<file path="config.mk">
export PLATFORM = sky130hd
export DESIGN_NAME = prpg_bist_ctrl
export DESIGN_NICKNAME = d
export VERILOG_FILES = /design/src/rtl/prpg_bist_ctrl.sv
export SDC_FILE = /design/constraint.sdc
export NUM_CORES = 1
export LEC_CHECK = 0
export ABC_AREA = 1
export BUFFER_PORTS_ARGS = -buffer_cell sky130_fd_sc_hd__buf_4
export CORE_MARGIN = 4
export CORE_UTILIZATION = 30
export DETAILED_ROUTE_END_ITERATION = 10
export GPL_ROUTABILITY_DRIVEN = 0
export SLEW_MARGIN = 30
export SYNTH_ARGS = -nofsm -noshare
export SYNTH_HDL_FRONTEND = slang
export SYNTH_SLANG_ARGS = --single-unit
</file>
<file path="constraint.sdc">
create_clock -name i_clk -period 2.7 [get_ports i_clk]
set_clock_uncertainty 0.2 [all_clocks]
set_input_delay 0.675 -clock i_clk [delete_from_list [all_inputs] [get_ports i_clk]]
set_output_delay 0.675 -clock i_clk [all_outputs]
set_load 0.05 [all_outputs]
</file>
<file path="src/rtl/prpg_bist_ctrl.sv">
// BIST sequencer for one Nbit_PRPG: seeds and loads the PRPG, counts emitted patterns,
// and reports a result. Optional MISR signature compare is enabled by `PRPG_BIST_SIG_EN.
module prpg_bist_ctrl #(
   parameter int unsigned N     = 4,
   parameter int unsigned CNT_W = 8
) (
   input  logic             i_clk,
   input  logic             i_reset,
   input  logic             i_start,
   input  logic             i_abort,
   input  logic [N-1:0]     i_cfg_seed,
   input  logic [CNT_W-1:0] i_cfg_len,
   input  logic [N-1:0]     i_golden,
   input  logic [N-1:0]     i_cut_resp,
   output logic [N-1:0]     o_prpg_seed,
   output logic             o_prpg_reset,
   output logic             o_prpg_load,
   input  logic [N-1:0]     i_prpg_num,
   input  logic             i_prpg_valid,
   output logic             o_busy,
   output logic             o_done,
   output logic             o_pass,
   output logic             o_seed_err,
   output logic [CNT_W-1:0] o_pat_cnt,
   output logic [N-1:0]     o_signature
);

   localparam logic [CNT_W-1:0] FULL_LEN = CNT_W'((2 ** N) - 1);

   typedef enum logic [1:0] {S_IDLE, S_LOAD, S_RUN, S_DONE} state_t;

   state_t           r_state;
   state_t           w_state_nxt;
   logic [N-1:0]     r_seed;
   logic [CNT_W-1:0] r_target;
   logic [CNT_W-1:0] r_pat_cnt;
   logic [N-1:0]     r_sig;
   logic             r_pass;
   logic             r_seed_err;
   logic             r_done;
   logic             r_busy;
   logic             r_prpg_reset;
   logic             r_prpg_load;

   logic             w_start_ok;
   logic             w_seed_rej;
   logic             w_accept;
   logic             w_abort;
   logic [CNT_W-1:0] w_cnt_nxt;
   logic [N-1:0]     w_sig_nxt;
   logic             w_pass_nxt;

   // The PRPG pattern value itself is not needed; only its valid strobe is counted.
   logic w_unused;
   assign w_unused = ^{i_prpg_num, i_golden, i_cut_resp};

`ifdef PRPG_BIST_SIG_EN
   assign w_sig_nxt  = {r_sig[N-2:0], r_sig[N-1]} ^ i_cut_resp;
   assign w_pass_nxt = (r_sig == i_golden);
`else
   assign w_sig_nxt  = '0;
   assign w_pass_nxt = 1'b1;
`endif

   assign w_cnt_nxt = r_pat_cnt + CNT_W'(1);

   // Next-state and per-cycle event decode
   always_comb begin
      w_state_nxt = r_state;
      w_start_ok  = 1'b0;
      w_seed_rej  = 1'b0;
      w_accept    = 1'b0;
      w_abort     = 1'b0;
      case (r_state)
         S_IDLE: begin
            if (i_start && !i_abort) begin
               if (i_cfg_seed != '0) begin
                  w_start_ok  = 1'b1;
                  w_state_nxt = S_LOAD;
               end else begin
                  w_seed_rej = 1'b1;
               end
            end
         end
         S_LOAD: begin
            if (i_abort) begin
               w_abort     = 1'b1;
               w_state_nxt = S_IDLE;
            end else begin
               w_state_nxt = S_RUN;
            end
         end
         S_RUN: begin
            if (i_abort) begin
               w_abort     = 1'b1;
               w_state_nxt = S_IDLE;
            end else if (i_prpg_valid) begin
               w_accept = 1'b1;
               if (w_cnt_nxt == r_target) begin
                  w_state_nxt = S_DONE;
               end
            end
         end
         S_DONE: begin
            w_state_nxt = S_IDLE;
         end
         default: begin
            w_state_nxt = S_IDLE;
         end
      endcase
   end

   // Outputs are registered from the next state so they line up with the state they describe
   always_ff @(posedge i_clk) begin
      if (i_reset) begin
         r_state      <= S_IDLE;
         r_seed       <= '0;
         r_target     <= '0;
         r_pat_cnt    <= '0;
         r_sig        <= '0;
         r_pass       <= 1'b0;
         r_seed_err   <= 1'b0;
         r_done       <= 1'b0;
         r_busy       <= 1'b0;
         r_prpg_reset <= 1'b1;
         r_prpg_load  <= 1'b0;
      end else begin
         r_state      <= w_state_nxt;
         r_prpg_reset <= (w_state_nxt == S_IDLE);
         r_prpg_load  <= (w_state_nxt == S_LOAD);
         r_busy       <= (w_state_nxt == S_LOAD) || (w_state_nxt == S_RUN);
         r_done       <= (w_state_nxt == S_DONE) || w_seed_rej;

         if (w_start_ok) begin
            r_seed     <= i_cfg_seed;
            r_target   <= (i_cfg_len == '0) ? FULL_LEN : i_cfg_len;
            r_pat_cnt  <= '0;
            r_sig      <= '0;
            r_pass     <= 1'b0;
            r_seed_err <= 1'b0;
         end
         if (w_seed_rej) begin
            r_seed_err <= 1'b1;
            r_pass     <= 1'b0;
         end
         if (w_accept) begin
            r_pat_cnt <= w_cnt_nxt;
            r_sig     <= w_sig_nxt;
         end
         if (w_abort) begin
            r_pass <= 1'b0;
         end
         if (r_state == S_DONE) begin
            r_pass <= w_pass_nxt;
         end
      end
   end

   assign o_prpg_seed  = r_seed;
   assign o_prpg_reset = r_prpg_reset;
   assign o_prpg_load  = r_prpg_load;
   assign o_busy       = r_busy;
   assign o_done       = r_done;
   assign o_pass       = r_pass;
   assign o_seed_err   = r_seed_err;
   assign o_pat_cnt    = r_pat_cnt;
   assign o_signature  = r_sig;

endmodule

</file>
==> results of run 1 <==
-- power by group through the flow --
stage / clock, mW / sequential (mW) / combinational [mW]
finish: 0.233 / 0.466 / 0.294
global route: 0.258 / 0.471 / 0.329
CTS: 0.243 / 0.466 / 0.300
detailed placement: 0 / 0.476 / 0.299
global placement: 0 / 0.475 / 0.295
floorplan: 0 / 0.541 / 0.148
-- layout make-up --
type                    instances  area (um2)
clock buffers                   3       41.29
well taps                      70       87.58
repair buffers                 37       277.8
multi-input cells             159       859.6
flip-flops and latches         28       560.5
inverters                      32       120.1
fillers                       553        3161
-- critical path, delay by kind of cell, from the launching register on --
kind,cells,cell delay [ns]
flops,1,0.42
fa+ha+maj,2,0.41
simple gates,10,1.11
buf+inv,2,0.15
-- per-layer routing --
metal / up-vias / share of wire / global-route usage
met2: 31 / 0.46 / 0.1921
met1: 628 / 0.47 / 0.1617
li1: 777 / - / -
met3: 5 / 0.054 / 0.02915
met4: 0 / 0.012 / 0.03716
met5: - / 0 / 0
-- state kept, by name (all words and copies together) (netlist names) --
register and count:
o_prpg_load 1, r_state 2, o_pass 1, o_pat_cnt 8, o_done 1, o_busy 1
o_prpg_reset 1, r_target 8, o_prpg_seed 4, o_seed_err 1
-- synthesized netlist by cell type (all sizes together) --
| library cell | n |
|---|---|
| or2 | 1 |
| a221oi | 3 |
| clkbuf | 2 |
| nand2 | 55 |
| a21oi | 18 |
| buf | 5 |
| ha | 8 |
| o21bai | 1 |
| clkinv | 1 |
| dfxtp | 28 |
| nor2 | 29 |
| o21ai | 12 |
| xnor2 | 1 |
| a31oi | 1 |
| inv | 31 |
| conb | 1 |
| nand3 | 23 |
| nor4 | 3 |
-- cells by family after synthesis --
group	Yosys count
fa+ha+maj	8
compound gates	35
xor+xnor	1
other cells	1
flops	28
buf+inv	39
simple gates	111
-- how the worst max path moves through the flow --
stage	start	endpoint	slack (ns)	cells after the start
after floorplan	o_pat_cnt[0]$_SDFFE_PP0P_	o_prpg_reset$_SDFF_PP1_	0.03	14
after global placement	o_pat_cnt[1]$_SDFFE_PP0P_	o_prpg_reset$_SDFF_PP1_	0.31	14
after detailed placement	i_cfg_seed[3]	o_prpg_reset$_SDFF_PP1_	0.29	7
after CTS	o_pat_cnt[1]$_SDFFE_PP0P_	o_prpg_reset$_SDFF_PP1_	0.28	14
after global routing	o_pat_cnt[1]$_SDFFE_PP0P_	o_done$_SDFF_PP0_	0.03	17
final	o_pat_cnt[1]$_SDFFE_PP0P_	o_prpg_reset$_SDFF_PP1_	0.30	14
==> results.py, run 1 <==
metrics = {
    "synth": {
        "synth_cell_type_count": 28,
        "synth_top_area_frac": 0.3567,
        "yosysWarnings": 0,
        "synthSimpleGateAreaFrac": 0.3471,
        "synthAdderAreaFrac": 0.06369,
        "synth_cells": 223,
        "ys_seq_area_frac": 0.3567,
        "synth_seq_cells": 28,
        "syn_area_um2": 1572,
        "synthMuxAreaShare": 0,
        "synth_top_family_by_area": "simple AND/OR/NAND/NOR gates",
        "syn_avg_cell_area_um2": 7.047,
        "synth_xor_area_frac": 0.005573,
        "synth_area_leaders": "dfxtp_1 36%, nand2_1 12%, inv_1 6.9%",
        "synth_compound_area_frac": 0.1210,
        "synth_top_area_cell": "dfxtp_1",
    },
    "sta": {
        "maxClockFrequency_mhz": 416.7,
        "setup_slack_ns": 0.3000,
        "hold_slack_ns": 0.2745,
        "finalSetupTns_ns": 0,
        "setup-violations-final": 0,
        "post-route-period-util": 0.8889,
        "slew_viol_final": 0,
        "finalCriticalPeriod_ns": 2.400,
        "rsz0062_at_grt": "false",
        "hold_viol_final": 0,
    },
    "layout": {
        "syn_to_final_growth_pct": 23.89,
        "drive_above_1_share": 0.2355,
        "final_cells": 329,
        "final_common_cell": "nand2_1",
        "mostFrequentLayoutCells": "52 x nand2_1, 37 x buf_4, 29 x inv_1, 28 x dfxtp_1, 20 x nor2_1",
        "final_nets": 298,
        "final_cell_area_um2": 1947,
        "antenna_cells": 0,
        "utilization": 0.3812,
    },
    "clock_tree": {
        "cts_tree": "built",
        "cts-hold-fix-buffers": 0,
        "cts_setup_buffers": 0,
        "clockBufferDepth": 2,
        "cts_inserted_buffers": 3,
        "cts.htree.levels": 1,
        "clock-sinks": 28,
        "cts.clk_slew.worst_paths_ns": 0.10,
        "clk_latency_ns": 0.28,
        "root_buffer": "clkbuf_8",
        "cts_resized": 0,
    },
    "critical_path": {
        "endpoint_kind": "flop",
        "worstPathMaxFanout": 5,
        "r2r-end": "o_prpg_reset$_SDFF_PP1_",
        "path_class": "reg -> reg",
        "r2r_start": "o_pat_cnt[1]$_SDFFE_PP0P_",
        "critical_path_arrival_ns": 2.37,
        "critical_path.slowest_cell": "dfxtp_1",
        "cp.required_ns": 2.67,
        "path_cells": "ha_1 > nand2_1 > inv_1 > nand3_1 > nand3_1 > nand3_2 > nor2_2 > nand3_2 > nand2_1 > nand3_1 > nand2_1 > inv_1 > ha_1 > or2_2",
        "cp-start-kind": "flop",
        "critPathMaxStageDelay_ns": 0.42,
        "reg2reg_depth": 14,
        "r2r_slack_ns": 0.30,
    },
    "floorplanning": {
        "io_pins": 51,
        "fp.dieW_um": 80.38,
        "core_area_um2": 5107,
        "fp-row-count": 26,
        "die_y_um": 80.38,
        "start_util": 0.3077,
        "dieArea_um2": 6460,
    },
    "grt": {
        "grt_max_degree": 20,
        "grt_overflow": 0,
        "grt_pass1_wl_mm": 6.251,
        "grt_antenna_before_repair": 0,
        "grt_util_all_layers": 0.1211,
        "grt_pass1_vias": 1365,
    },
    "hold_path": {
        "min_from": "o_prpg_seed[0]$_SDFFE_PP0P_",
        "holdPathEnd": "o_prpg_seed[0]$_SDFFE_PP0P_",
        "hold_class": "reg -> reg",
        "whs_path_depth": 2,
    },
    "status": {
        "status": "complete, no violations",
    },
    "power": {
        "sequentialPowerShare": 0.469,
        "power_per_cell_area_nw_per_um2": 510.3,
        "comb_power_share": 0.296,
        "switchingPower_uw": 344.8,
        "finalPower_uw": 993.6,
        "swShare": 0.3471,
        "ir_worst_vdd_mv": 0.2189,
        "pwr-share-clk": 0.235,
        "p_leak_nw": 0.9119,
        "p_int_uw": 648.7,
    },
    "route": {
        "ant_nets": 0,
        "avgViaCountPerCell": 4.380,
        "vias": 1441,
        "postRouteWirelength_mm": 3.624,
        "detail_route.wl_per_cell_um": 11.02,
        "drt_pre_antenna_iters": 4,
        "dr.first_iter.drc_count": 123,
        "drc": 0,
    },
    "run": {
        "drv_cap": 0,
    },
    "place": {
        "place_ws_ns": 0.2934,
        "placed_cell_area_um2": 1906,
        "dp.cells": 326,
        "dp_hpwl_mm": 2.800,
        "numPortBuffers": 34,
    },
}
(Power assumes the default switching activity.)
==> run 2: changes to the inputs <==
--- a/config.mk
+++ b/config.mk
@@ -11,6 +11,7 @@
 export CORE_UTILIZATION = 30
 export DETAILED_ROUTE_END_ITERATION = 10
 export GPL_ROUTABILITY_DRIVEN = 0
+export PLACE_DENSITY = 0.49
 export SLEW_MARGIN = 30
 export SYNTH_ARGS = -nofsm -noshare
 export SYNTH_HDL_FRONTEND = slang
==> run 2 against run 1 <==
  * Global-route usage increased by 0.54 points
  * Sequential share of layout area decreased by 0.53 points
  * Worst hold slack got worse by 0.0047 ns
  * Core utilization increased by 0.71 points
  * Via count increased by 1.2%
  * Total power increased by 3.8%
  * Routed wire length increased by 3.8%
  * Critical path depth increased by 1
==> results.py, run 2 (same netlist as run 1, synthesis figures left out) <==
metrics = {
    "sta": {
        "slew_viol_final": 0,
        "finalSetupTns_ns": 0,
        "maxClockFrequency_mhz": 426.8,
        "hold_slack_ns": 0.2699,
        "hold_viol_final": 0,
        "setup-violations-final": 0,
        "post-route-period-util": 0.8678,
        "rsz0062_at_grt": "false",
        "finalCriticalPeriod_ns": 2.343,
    },
    "grt": {
        "grt_max_degree": 20,
        "grt_antenna_before_repair": 0,
        "grt_overflow": 0,
        "grt_pass1_vias": 1473,
        "grt_util_all_layers": 0.1265,
        "grt_pass1_wl_mm": 6.548,
    },
    "floorplanning": {
        "io_pins": 51,
        "dieArea_um2": 6460,
        "fp.dieW_um": 80.38,
        "fp-row-count": 26,
        "start_util": 0.3077,
        "die_y_um": 80.38,
        "core_area_um2": 5107,
    },
    "route": {
        "postRouteWirelength_mm": 3.762,
        "avgViaCountPerCell": 4.378,
        "drt_pre_antenna_iters": 5,
        "dr.first_iter.drc_count": 42,
        "drc": 0,
        "ant_nets": 0,
        "vias": 1458,
        "detail_route.wl_per_cell_um": 11.30,
    },
    "status": {
        "status": "complete, no violations",
    },
    "clock_tree": {
        "root_buffer": "clkbuf_8",
        "cts_resized": 0,
        "clock-sinks": 28,
        "cts_setup_buffers": 0,
        "clockBufferDepth": 2,
        "cts.htree.levels": 1,
        "clk_latency_ns": 0.28,
        "cts_inserted_buffers": 3,
        "cts_tree": "built",
        "cts.clk_slew.worst_paths_ns": 0.10,
        "cts-hold-fix-buffers": 0,
    },
    "critical_path": {
        "r2r_start": "o_pat_cnt[0]$_SDFFE_PP0P_",
        "path_class": "reg -> reg",
        "path_cells": "ha_1 > nand2_1 > inv_1 > nand3_1 > nand2_1 > nand2_1 > nand3_2 > nor2_2 > nand3_2 > nand2_1 > nand3_1 > nand2_1 > inv_1 > ha_1 > or2_2",
        "reg2reg_depth": 15,
        "cp-startpoint": "o_pat_cnt[0]$_SDFFE_PP0P_",
        "cp.depth": 15,
        "critical_path_arrival_ns": 2.32,
        "endpoint": "o_prpg_reset$_SDFF_PP1_",
        "cp-start-kind": "flop",
        "r2r_slack_ns": 0.36,
        "endpoint_kind": "flop",
        "critical_path.slowest_cell": "dfxtp_1",
        "crit_top_cell": "nand2_1",
        "cp.buffers_inverters": 2,
        "cp.required_ns": 2.67,
        "critPathMaxStageDelay_ns": 0.33,
        "r2r-end": "o_prpg_reset$_SDFF_PP1_",
        "crit_family": "simple AND/OR/NAND/NOR gates",
        "worstPathMaxFanout": 4,
    },
    "layout": {
        "final_common_cell": "nand2_1",
        "syn_to_final_growth_pct": 26.19,
        "final_nets": 301,
        "antenna_cells": 0,
        "mostFrequentLayoutCells": "52 x nand2_1, 40 x buf_4, 29 x inv_1, 28 x dfxtp_1, 20 x nor2_1",
        "drive_above_1_share": 0.2471,
    },
    "power": {
        "power_per_cell_area_nw_per_um2": 519.8,
        "ir_worst_vdd_mv": 0.3004,
        "p_leak_nw": 0.9353,
    },
    "place": {
        "numPortBuffers": 34,
        "dp_hpwl_mm": 2.900,
    },
    "run": {
        "drv_cap": 0,
    },
    "hold_path": {
        "hold_class": "reg -> reg",
    },
}
==> run 2: cell types whose count changed in the layout (fill, tap and decap cells not counted), sizes merged <==
cell    previous run  this run
buf               37        40
clkbuf             3         4
==> run 2: power breakdown <==
part / internal, mW / leakage (nW) / switching (mW)
clock network: 0.131 / 0.0288 / 0.135
logic: 0.101 / 0.678 / 0.198
registers: 0.449 / 0.229 / 0.0172
total: 0.680 / 0.935 / 0.351
==> run 2: worst min-delay path by stage <==
stage / start / to / slack (ns) / cells past startpoint
after global routing: r_target[4]$_SDFFE_PP0P_ / r_target[4]$_SDFFE_PP0P_ / 0.30 / 2
after global placement: o_prpg_seed[0]$_SDFFE_PP0P_ / o_prpg_seed[0]$_SDFFE_PP0P_ / 0.26 / 2
after CTS: o_prpg_seed[0]$_SDFFE_PP0P_ / o_prpg_seed[0]$_SDFFE_PP0P_ / 0.27 / 2
after floorplan: r_target[4]$_SDFFE_PP0P_ / r_target[4]$_SDFFE_PP0P_ / 0.24 / 2
after detailed placement: o_prpg_seed[0]$_SDFFE_PP0P_ / o_prpg_seed[0]$_SDFFE_PP0P_ / 0.26 / 2
final: o_prpg_seed[0]$_SDFFE_PP0P_ / o_prpg_seed[0]$_SDFFE_PP0P_ / 0.27 / 2
==> run 2: layer usage <==
layer | GRT usage | vias to the layer above | part of all wire | wire [um]
li1 | - | 786 | - | -
met1 | 0.1540 | 639 | 0.47 | 1752
met2 | 0.2136 | 31 | 0.46 | 1733
met3 | 0.03587 | 2 | 0.067 | 251
met4 | 0.04054 | 0 | 0.0066 | 25
met5 | 0 | - | 0 | 0
==> run 2: area by class of cell <==
| class | count | area [um2] |
|---|---|---|
| fillers | 556 | 3124 |
| repair buffers | 40 | 300.3 |
| multi-input cells | 159 | 859.6 |
| inverters | 32 | 120.1 |
| well taps | 70 | 87.58 |
| flip-flops and latches | 28 | 560.5 |
| clock buffers | 4 | 55.05 |
==> run 2: through the flow <==
| stage | std cells | setup slack (ns) | area [um2] | util | power (mW) |
|---|---|---|---|---|---|
| after floorplan | 226 | 0.03006 | 1583 | - | 0.6896 |
| after global placement | 329 | 0.3489 | 1928 | 0.3775 | 0.7765 |
| after detailed placement | 329 | 0.3432 | 1928 | 0.3775 | 0.7784 |
| after CTS | 333 | 0.3475 | 1983 | 0.3883 | 1.051 |
| final | 333 | 0.3569 | 1983 | 0.3883 | 1.031 |
| after global routing | 333 | 0.1904 | 1983 | 0.3883 | 1.101 |
==> run 2: tightest hold or removal path: stages, from the launching register on <==
cell     delay (ns)
dfxtp_1        0.32
nand2_1        0.06
a21oi_1        0.05
